$ cat config.mk
export PLATFORM = sky130hd
export DESIGN_NAME = fmint_port_arbiter
export DESIGN_NICKNAME = d
export VERILOG_FILES = /design/src/rtl/irb_pkg.sv /design/src/rtl/fmint_rr_arb2.sv /design/src/rtl/fmint_port_arbiter.sv
export SDC_FILE = /design/constraint.sdc
export NUM_CORES = 1
export LEC_CHECK = 0
export BUFFER_PORTS_ARGS = -buffer_cell sky130_fd_sc_hd__buf_2
export CORE_MARGIN = 3
export CORE_UTILIZATION = 43
export CTS_CLUSTER_SIZE = 40
export DETAILED_ROUTE_END_ITERATION = 8
export PLACE_DENSITY = 0.81
export SKIP_CTS_REPAIR_TIMING = 1
export SYNTH_ARGS = -nofsm -noshare
export SYNTH_HDL_FRONTEND = slang
export SYNTH_SLANG_ARGS = --single-unit
export TNS_END_PERCENT = 5
$ cat constraint.sdc
create_clock -name clk -period 1.6 [get_ports clk]
set_input_delay 0.32 -clock clk [delete_from_list [all_inputs] [get_ports clk]]
set_output_delay 0.32 -clock clk [all_outputs]
set_load 0.1 [all_outputs]
$ cat src/rtl/irb_pkg.sv
// Shared constants and enums for the inverted-residual block datapath.
// Pixel width, intermediate feature-map depth and arbiter state types.
package irb_pkg;

  localparam int PX_W         = 16;
  localparam int FMINT_N_ELEM = 3072;
  localparam int FMINT_ADDR_W = $clog2(FMINT_N_ELEM);

  typedef enum logic {
    IDLE,
    CLEAR
  } fmint_state_t;

  typedef enum logic {
    PRIO_WR,
    PRIO_RD
  } fmint_prio_t;

endpackage

$ cat src/rtl/fmint_rr_arb2.sv
// Two-input round-robin grant for the FMINT writer/reader pair.
// Grant is combinational from requests; priority flips to the loser.
module fmint_rr_arb2
  import irb_pkg::*;
(
  input  logic clk,
  input  logic rst_n,
  input  logic i_en,
  input  logic i_req_wr,
  input  logic i_req_rd,
  output logic o_gnt_wr,
  output logic o_gnt_rd
);

  fmint_prio_t r_prio;
  logic        w_gnt_wr;
  logic        w_gnt_rd;

  assign w_gnt_wr = i_en && i_req_wr &&
                    (!i_req_rd || r_prio == PRIO_WR);
  assign w_gnt_rd = i_en && i_req_rd && !w_gnt_wr;

  always_ff @(posedge clk or negedge rst_n) begin
    if (!rst_n) begin
      r_prio <= PRIO_WR;
    end else if (w_gnt_wr) begin
      r_prio <= PRIO_RD;
    end else if (w_gnt_rd) begin
      r_prio <= PRIO_WR;
    end
  end

  assign o_gnt_wr = w_gnt_wr;
  assign o_gnt_rd = w_gnt_rd;

endmodule

$ cat src/rtl/fmint_port_arbiter.sv
// Single-port FMINT RAM sharing between expansion writer and depthwise
// reader, with a zero-fill sweep between inverted-residual blocks.
module fmint_port_arbiter
  import irb_pkg::*;
(
  input  logic                    clk,
  input  logic                    rst_n,
  input  logic                    clr_start,
  output logic                    clr_busy,
  output logic                    clr_done,
  input  logic                    wr_valid,
  output logic                    wr_ready,
  input  logic [FMINT_ADDR_W-1:0] wr_addr,
  input  logic [PX_W-1:0]         wr_data,
  input  logic                    rd_valid,
  output logic                    rd_ready,
  input  logic [FMINT_ADDR_W-1:0] rd_addr,
  output logic                    rd_rvalid,
  output logic [PX_W-1:0]         rd_rdata,
  output logic [FMINT_ADDR_W-1:0] ram_addr,
  output logic [PX_W-1:0]         ram_data,
  output logic                    ram_write,
  input  logic [PX_W-1:0]         ram_res
);

  localparam int ADDR_W = FMINT_ADDR_W;
  localparam logic [ADDR_W-1:0] ADDR_END  = ADDR_W'(FMINT_N_ELEM);
  localparam logic [ADDR_W-1:0] ADDR_LAST = ADDR_W'(FMINT_N_ELEM - 1);

  fmint_state_t      r_state;
  fmint_state_t      w_state_nxt;
  logic [ADDR_W-1:0] r_cnt;
  logic [ADDR_W-1:0] w_cnt_nxt;
  logic              r_done;
  logic              w_done_nxt;
  logic              r_rvalid;
  logic              r_rd_oor;
  logic [ADDR_W-1:0] r_last_addr;

  logic              w_arb_en;
  logic              w_gnt_wr;
  logic              w_gnt_rd;
  logic              w_wr_inr;
  logic              w_rd_inr;
  logic [ADDR_W-1:0] w_ram_addr;
  logic [PX_W-1:0]   w_ram_data;
  logic              w_ram_write;

  // rst_n gates the grant so ready is low while reset is held
  assign w_arb_en = rst_n && (r_state == IDLE);
  assign w_wr_inr = wr_addr < ADDR_END;
  assign w_rd_inr = rd_addr < ADDR_END;

  fmint_rr_arb2 u_arb (
    .clk      (clk),
    .rst_n    (rst_n),
    .i_en     (w_arb_en),
    .i_req_wr (wr_valid),
    .i_req_rd (rd_valid),
    .o_gnt_wr (w_gnt_wr),
    .o_gnt_rd (w_gnt_rd)
  );

  always_comb begin
    w_state_nxt = r_state;
    w_cnt_nxt   = r_cnt;
    w_done_nxt  = 1'b0;
    w_ram_addr  = r_last_addr;
    w_ram_data  = '0;
    w_ram_write = 1'b0;
    unique case (r_state)
      IDLE: begin
        if (clr_start) begin
          w_state_nxt = CLEAR;
        end
        unique case (1'b1)
          w_gnt_wr: begin
            w_ram_addr  = wr_addr;
            w_ram_data  = wr_data;
            w_ram_write = w_wr_inr;
          end
          w_gnt_rd: begin
            w_ram_addr = rd_addr;
          end
          default: ;
        endcase
      end
      CLEAR: begin
        w_ram_addr  = r_cnt;
        w_ram_write = 1'b1;
        if (r_cnt == ADDR_LAST) begin
          w_state_nxt = IDLE;
          w_cnt_nxt   = '0;
          w_done_nxt  = 1'b1;
        end else begin
          w_cnt_nxt = r_cnt + ADDR_W'(1);
        end
      end
      default: ;
    endcase
  end

  always_ff @(posedge clk or negedge rst_n) begin
    if (!rst_n) begin
      r_state     <= IDLE;
      r_cnt       <= '0;
      r_done      <= 1'b0;
      r_rvalid    <= 1'b0;
      r_rd_oor    <= 1'b0;
      r_last_addr <= '0;
    end else begin
      r_state     <= w_state_nxt;
      r_cnt       <= w_cnt_nxt;
      r_done      <= w_done_nxt;
      r_rvalid    <= w_gnt_rd;
      r_rd_oor    <= w_gnt_rd && !w_rd_inr;
      r_last_addr <= w_ram_addr;
    end
  end

  assign wr_ready  = w_gnt_wr;
  assign rd_ready  = w_gnt_rd;
  assign clr_busy  = (r_state == CLEAR);
  assign clr_done  = r_done;
  assign rd_rvalid = r_rvalid;
  assign rd_rdata  = (r_rvalid && !r_rd_oor) ? ram_res : '0;
  assign ram_addr  = w_ram_addr;
  assign ram_data  = w_ram_data;
  assign ram_write = w_ram_write;

endmodule

==> impl_metrics.sql, run 1 <==
INSERT INTO impl_metrics (metric_group, metric, value, unit) VALUES
('sta', 'endpoint_type', 'output port', ''),
('status', 'status', 'did not finish', ''),
('floorplanning', 'number_of_i_o_pins', '111', ''),
('clock_tree', 'cts_made_buffers', '5', ''),
('placed_design', 'dp_worst_setup_slack', '-0.3466', 'ns'),
('placed_design', 'place.detailed.hpwl', '6169', 'um'),
('logic_synthesis', 'yosys_register_bits', '29', ''),
('clock_tree', 'clock_sink_count', '29', ''),
('logic_synthesis', 'synth_top_family_by_area', 'simple AND/OR/NAND/NOR gates', ''),
('logic_synthesis', 'asyncSetResetFlopFracSynth', '1.000', ''),
('global_routing', 'grt_max_degree', '26', ''),
('sta', 'globalroute.repair_timing.worst_endpoint', 'ram_data[14]', ''),
('floorplanning', 'floorplan.initialDensity', '0.4615', ''),
('clock_tree', 'cts.path.max_buffers', '2', ''),
('floorplanning', 'die-height', '69.85', 'um'),
('logic_synthesis', 'post_synthesis_share_of_cell_area_spent_on_and_or_nand_and_nor_gates', '0.2855', ''),
('logic_synthesis', 'mean_syn_cell_area', '9.226', 'um^2'),
('logic_synthesis', 'biggest_area_consumer_among_synthesized_cells', 'sky130_fd_sc_hd__dfrtp_1', ''),
('logic_synthesis', 'synth.yosys.seq_area_share', '0.4140', ''),
('logic_synthesis', 'dominantRegCellSynth', 'sky130_fd_sc_hd__dfrtp_1', ''),
('clock_tree', 'cts.root.buffer_cell', 'sky130_fd_sc_hd__clkbuf_8', ''),
('logic_synthesis', 'synth_compound_gate_area_share', '0.2034', ''),
('logic_synthesis', 'synth.lib_cells_used.distinct', '36', ''),
('status', 'error', '[ERROR DPL-0038] Utilization greater than 100%, impossible to legalize', ''),
('clock_tree', 'htreeDepth', '2', ''),
('logic_synthesis', 'post_synth_mux_area_share', '0.01784', ''),
('logic_synthesis', 'synthesis.instances', '190', ''),
('logic_synthesis', 'post_synth_fa_ha_maj_area_fraction', '0.007138', ''),
('floorplanning', 'rows', '22', ''),
('status', 'flow.stopped_at', 'global routing', ''),
('logic_synthesis', 'ys.warnings.count', '0', ''),
('logic_synthesis', 'synth.cell_area', '0.001753', 'mm^2'),
('logic_synthesis', 'synth-xor-area-share', '0.02498', ''),
('logic_synthesis', 'synth_top_cell_area_share', '0.4140', ''),
('placed_design', 'gpl.final_weighted_congestion', '0.8904', ''),
('floorplanning', 'dieWidth', '69.85', 'um'),
('placed_design', 'port_buffers', '110', ''),
('logic_synthesis', 'synth_nets', '252', ''),
('logic_synthesis', 'synth-edff-count', '0', ''),
('logic_synthesis', 'post_synth_main_area_contributors', 'sky130_fd_sc_hd__dfrtp_1 (41%), sky130_fd_sc_hd__and2_1 (12%), sky130_fd_sc_hd__o32ai_1 (5.0%)', '');
## cells in the mapped netlist, types with 6 or more instances
cell type / number
sky130_fd_sc_hd__a21oi_1: 8
sky130_fd_sc_hd__and2_1: 34
sky130_fd_sc_hd__and3_1: 6
sky130_fd_sc_hd__buf_2: 6
sky130_fd_sc_hd__dfrtp_1: 29
sky130_fd_sc_hd__nand2_1: 12
sky130_fd_sc_hd__nand3_1: 6
sky130_fd_sc_hd__nor2_1: 7
sky130_fd_sc_hd__nor2b_1: 6
sky130_fd_sc_hd__o21ai_0: 8
sky130_fd_sc_hd__o2bb2ai_1: 7
sky130_fd_sc_hd__o32ai_1: 10
## kinds of logic after synthesis
group / count (synthesis)
XOR/XNOR: 5
adder cells (fa/ha/maj): 1
multiplexers: 3
flip-flops: 29
AO/OA/AOI/OAI: 50
buffers and inverters: 17
AND/OR/NAND/NOR: 85
## metrics by stage
stage | utilization | instance area (um^2) | cells | setup TNS, ns | hold slack (ns)
after floorplan | - | 1979 | 190 | -12.37 | 0.02441
after global placement | 0.9223 | 3503 | 365 | -9.180 | 0.3046
after detailed placement | 0.9223 | 3503 | 365 | -12.27 | 0.3079
after CTS | 0.9539 | 3623 | 373 | -26.59 | 0.009885
==> run 2, diff against run 1 <==
Settings changed: CORE_UTILIZATION 43 to 30, CTS_CLUSTER_SIZE 40 to unset, PLACE_DENSITY 0.81 to unset, PLACE_DENSITY_LB_ADDON set to 0.15.
==> impl_metrics.sql, run 2 <==
INSERT INTO impl_metrics (metric_group, metric, value, unit) VALUES
('status', 'status', 'finished, violations left', ''),
('status', 'violations', 'negative setup slack', ''),
('logic_synthesis', 'synth.cell_area', '0.001753', 'mm^2'),
('detailed_routing', 'wl', '6345', 'um'),
('finish', 'fillers', '410', ''),
('placed_design', 'place.detailed.hpwl', '4924', 'um'),
('detailed_routing', 'wl_per_cell', '15.94', 'um'),
('finish', 'reg_top3', 'r_cnt (12), r_last_addr (12)', ''),
('logic_synthesis', 'synthTopCellsByCount', 'sky130_fd_sc_hd__and2_1 (34), sky130_fd_sc_hd__dfrtp_1 (29), sky130_fd_sc_hd__nand2_1 (12)', ''),
('floorplanning', 'number_of_i_o_pins', '111', ''),
('global_routing', 'wire_length_of_the_first_global_routing_pass', '9266', 'um'),
('clock_tree', 'htreeDepth', '2', ''),
('power', 'power_frac_comb', '0.502', ''),
('logic_synthesis', 'most_used_standard_cell_by_instance_count_after_synthesis', 'sky130_fd_sc_hd__and2_1', ''),
('power', 'ir_worst_vdd', '0.7788', 'mV'),
('sta', 'final.min_clock_period', '2.084', 'ns'),
('clock_tree', 'clkSlewWorstSetupHoldPaths', '0.07', 'ns'),
('floorplanning', 'rows', '27', ''),
('clock_tree', 'worst_skew_pair.late_latency', '0.28', 'ns'),
('worst_setup_path', 'crit_type', 'reg2out', ''),
('clock_tree', 'cts.root.buffer_cell', 'sky130_fd_sc_hd__clkbuf_8', ''),
('sta', 'fin_worst_skew', '0.006732', 'ns'),
('placed_design', 'port_buffers', '110', ''),
('finish', 'syn_to_final_growth', '118.2', '%'),
('placed_design', 'post-place-cells', '388', ''),
('placed_design', 'gpl.final_weighted_congestion', '0.8200', ''),
('floorplanning', 'floorplan.initialDensity', '0.3145', ''),
('floorplanning', 'die-height', '82.44', 'um'),
('finish', 'seqCellArea', '734.5', 'um^2'),
('global_routing', 'antenna_found_initial', '0', ''),
('clock_tree', 'clock_sink_count', '29', ''),
('worst_setup_path', 'cp.arrival', '1.76', 'ns'),
('worst_setup_path', 'start_kind', 'register', ''),
('worst_hold_path', 'hold_path.class', 'in2async', ''),
('logic_synthesis', 'post_synth_main_area_contributors', 'sky130_fd_sc_hd__dfrtp_1 (41%), sky130_fd_sc_hd__and2_1 (12%), sky130_fd_sc_hd__o32ai_1 (5.0%)', ''),
('detailed_routing', 'detail_route.first_pass.iterations', '4', ''),
('floorplanning', 'area_of_the_core_region', '0.005574', 'mm^2'),
('worst_setup_path', 'critical_path_end_type', 'output port', ''),
('power', 'power.net_switching', '1530', 'uW'),
('global_routing', 'gr-usage-all-layers', '0.1827', ''),
('worst_setup_path', 'crit_required', '1.28', 'ns'),
('floorplanning', 'area_of_the_die', '0.006796', 'mm^2'),
('logic_synthesis', 'synth.yosys.seq_area_share', '0.4140', ''),
('logic_synthesis', 'synth.lib_cells_used.distinct', '36', ''),
('finish', 'multiInputGateArea', '0.001284', 'mm^2'),
('finish', 'antenna_cells', '0', ''),
('worst_setup_path', 'crit_path_max_fanout', '10', ''),
('finish', 'nets', '387', ''),
('logic_synthesis', 'dominantRegCellSynth', 'sky130_fd_sc_hd__dfrtp_1', ''),
('floorplanning', 'dieWidth', '82.44', 'um'),
('logic_synthesis', 'synth_nets', '252', ''),
('sta', 'final_hold_viol_count', '0', ''),
('sta', 'grt_setup_unrepaired', 'yes', ''),
('sta', 'worst_slack', '-0.4843', 'ns'),
('logic_synthesis', 'mean_syn_cell_area', '9.226', 'um^2'),
('clock_tree', 'cts.path.max_buffers', '2', ''),
('sta', 'setup_violations', '48', ''),
('power', 'power.share.sequential', '0.283', ''),
('finish', 'final_layout_size_suffix_gt1_frac', '0.6656', ''),
('detailed_routing', 'drtIter0Drc', '64', ''),
('finish', 'final_core_utilization', '0.6862', ''),
('logic_synthesis', 'biggest_area_consumer_among_synthesized_cells', 'sky130_fd_sc_hd__dfrtp_1', ''),
('logic_synthesis', 'synth_top_cell_area_share', '0.4140', ''),
('sta', 'max_clock_freq', '0.4798', 'GHz'),
('power', 'power.density', '946.2', 'mW/mm^2'),
('detailed_routing', 'vias_per_cell', '5.015', ''),
('logic_synthesis', 'yosys_register_bits', '29', ''),
('logic_synthesis', 'synthesis.instances', '190', ''),
('sta', 'final_max_slew_viol_count', '0', ''),
('logic_synthesis', 'synth-edff-count', '0', ''),
('flow_run', 'maxCapViolCount', '0', ''),
('global_routing', 'globalRoute.totalOverflow', '0', ''),
('power', 'p_int', '2089', 'uW'),
('placed_design', 'postPlaceCellArea', '0.003526', 'mm^2'),
('sta', 'worst_pin_slew', '0.4914', 'ns'),
('finish', 'leading_cell_types_in_the_layout_fill_and_taps_excluded', 'sky130_fd_sc_hd__buf_2 (62), sky130_fd_sc_hd__buf_12 (54), sky130_fd_sc_hd__and2_4 (32)', ''),
('global_routing', 'grt_pass1_vias', '1879', ''),
('logic_synthesis', 'asyncSetResetFlopFracSynth', '1.000', ''),
('global_routing', 'grt_max_degree', '27', ''),
('clock_tree', 'cts_made_buffers', '5', ''),
('clock_tree', 'tritoncts', 'yes', ''),
('detailed_routing', 'antenna_violating_nets_post_route', '0', ''),
('logic_synthesis', 'ys.warnings.count', '0', ''),
('sta', 'maxSlewHeadroom', '0.6747', ''),
('finish', 'stdcell_count', '398', ''),
('power', 'power.clock.fraction', '0.214', ''),
('detailed_routing', 'drc_errors', '0', ''),
('power', 'switching_share', '0.4228', ''),
('detailed_routing', 'vias_post_dr', '1996', ''),
('finish', 'finalInstanceArea', '0.003825', 'mm^2'),
('power', 'total_leakage_power', '0.001743', 'uW'),
('sta', 'timing.final.crit_share', '1.303', ''),
('finish', 'final_common_cell', 'sky130_fd_sc_hd__buf_2', '');
[run 2: cell counts after synthesis]
No cell type changed its count.
[run 2: path summary, 6_finish.rpt]
kind	startpoint	end	slack, ns	cells after the start
min	rst_n	r_last_addr[11]	0.004	2
min reg2reg	r_cnt[6]	r_cnt[6]	0.53	1
max reg2reg	r_cnt[2]	r_cnt[0]	0.17	4
max	u_arb.r_prio	ram_addr[10]	-0.48	7
min in group clk	clr_start	clr_busy	0.28	3
max in group asynchronous	rst_n	r_cnt[3]	1.07	3
[run 2: cell families (layout without fill, tap and decap cells)]
family,count (synthesis),in the layout,synth area share
buffers and inverters,17,153,0.04711
and+or+nand+nor,85,85,0.2855
adders and majority gates,1,1,0.007137
AOI/OAI and AO/OA,50,50,0.2034
DFF,29,29,0.4140
muxes,3,3,0.01784
xor gates and xnor gates,5,5,0.02499
[run 2: layout make-up]
class                      count  area share
tap                           72     0.02355
multi-input combinational    144      0.3356
inverter                       5    0.004907
clock buffer                   5     0.01799
sequential                    29      0.1920
clock inverter                 3     0.01210
timing repair buffer         140      0.4138
[run 2: power by group through the flow]
stage,sequential [uW],clock (uW),combinational [uW]
floorplan,1020,0,1080
global placement,1010,0,1750
detailed placement,1030,0,1760
CTS,1010,793,1770
global route,1050,835,1910
finish,1030,776,1820
[run 2: worst max-delay path, cell delays in order, from the launching register on]
cell	delay, ns
sky130_fd_sc_hd__dfrtp_2	0.44
sky130_fd_sc_hd__a21bo_4	0.26
sky130_fd_sc_hd__buf_12	0.15
sky130_fd_sc_hd__o22ai_2	0.08
sky130_fd_sc_hd__a311oi_1	0.06
sky130_fd_sc_hd__buf_4	0.15
sky130_fd_sc_hd__a21oi_4	0.15
sky130_fd_sc_hd__buf_12	0.19
[run 2: metrics by stage]
| step | hold slack, ns | worst slack [ns] | setup TNS, ns | power [uW] |
|---|---|---|---|---|
| after detailed placement | 0.3089 | -0.3568 | -10.87 | 2788 |
| after floorplan | 0.02441 | -0.3269 | -12.37 | 2098 |
| after global placement | 0.3110 | -0.2679 | -8.889 | 2759 |
| after CTS | -0.001431 | -0.6730 | -23.64 | 3573 |
| final | 0.003730 | -0.4843 | -14.23 | 3619 |
| after global routing | 0.006291 | -0.5373 | -16.99 | 3794 |
[run 2: metal layers]
layer,vias up,part of all wire,global-route usage
li1,960,-,-
met1,968,0.39,0.2018
met3,4,0.071,0.05640
met5,-,0,0
met4,0,0.0068,0.05648
met2,64,0.53,0.3317
No activity file was read; power rests on OpenSTA's default activity.
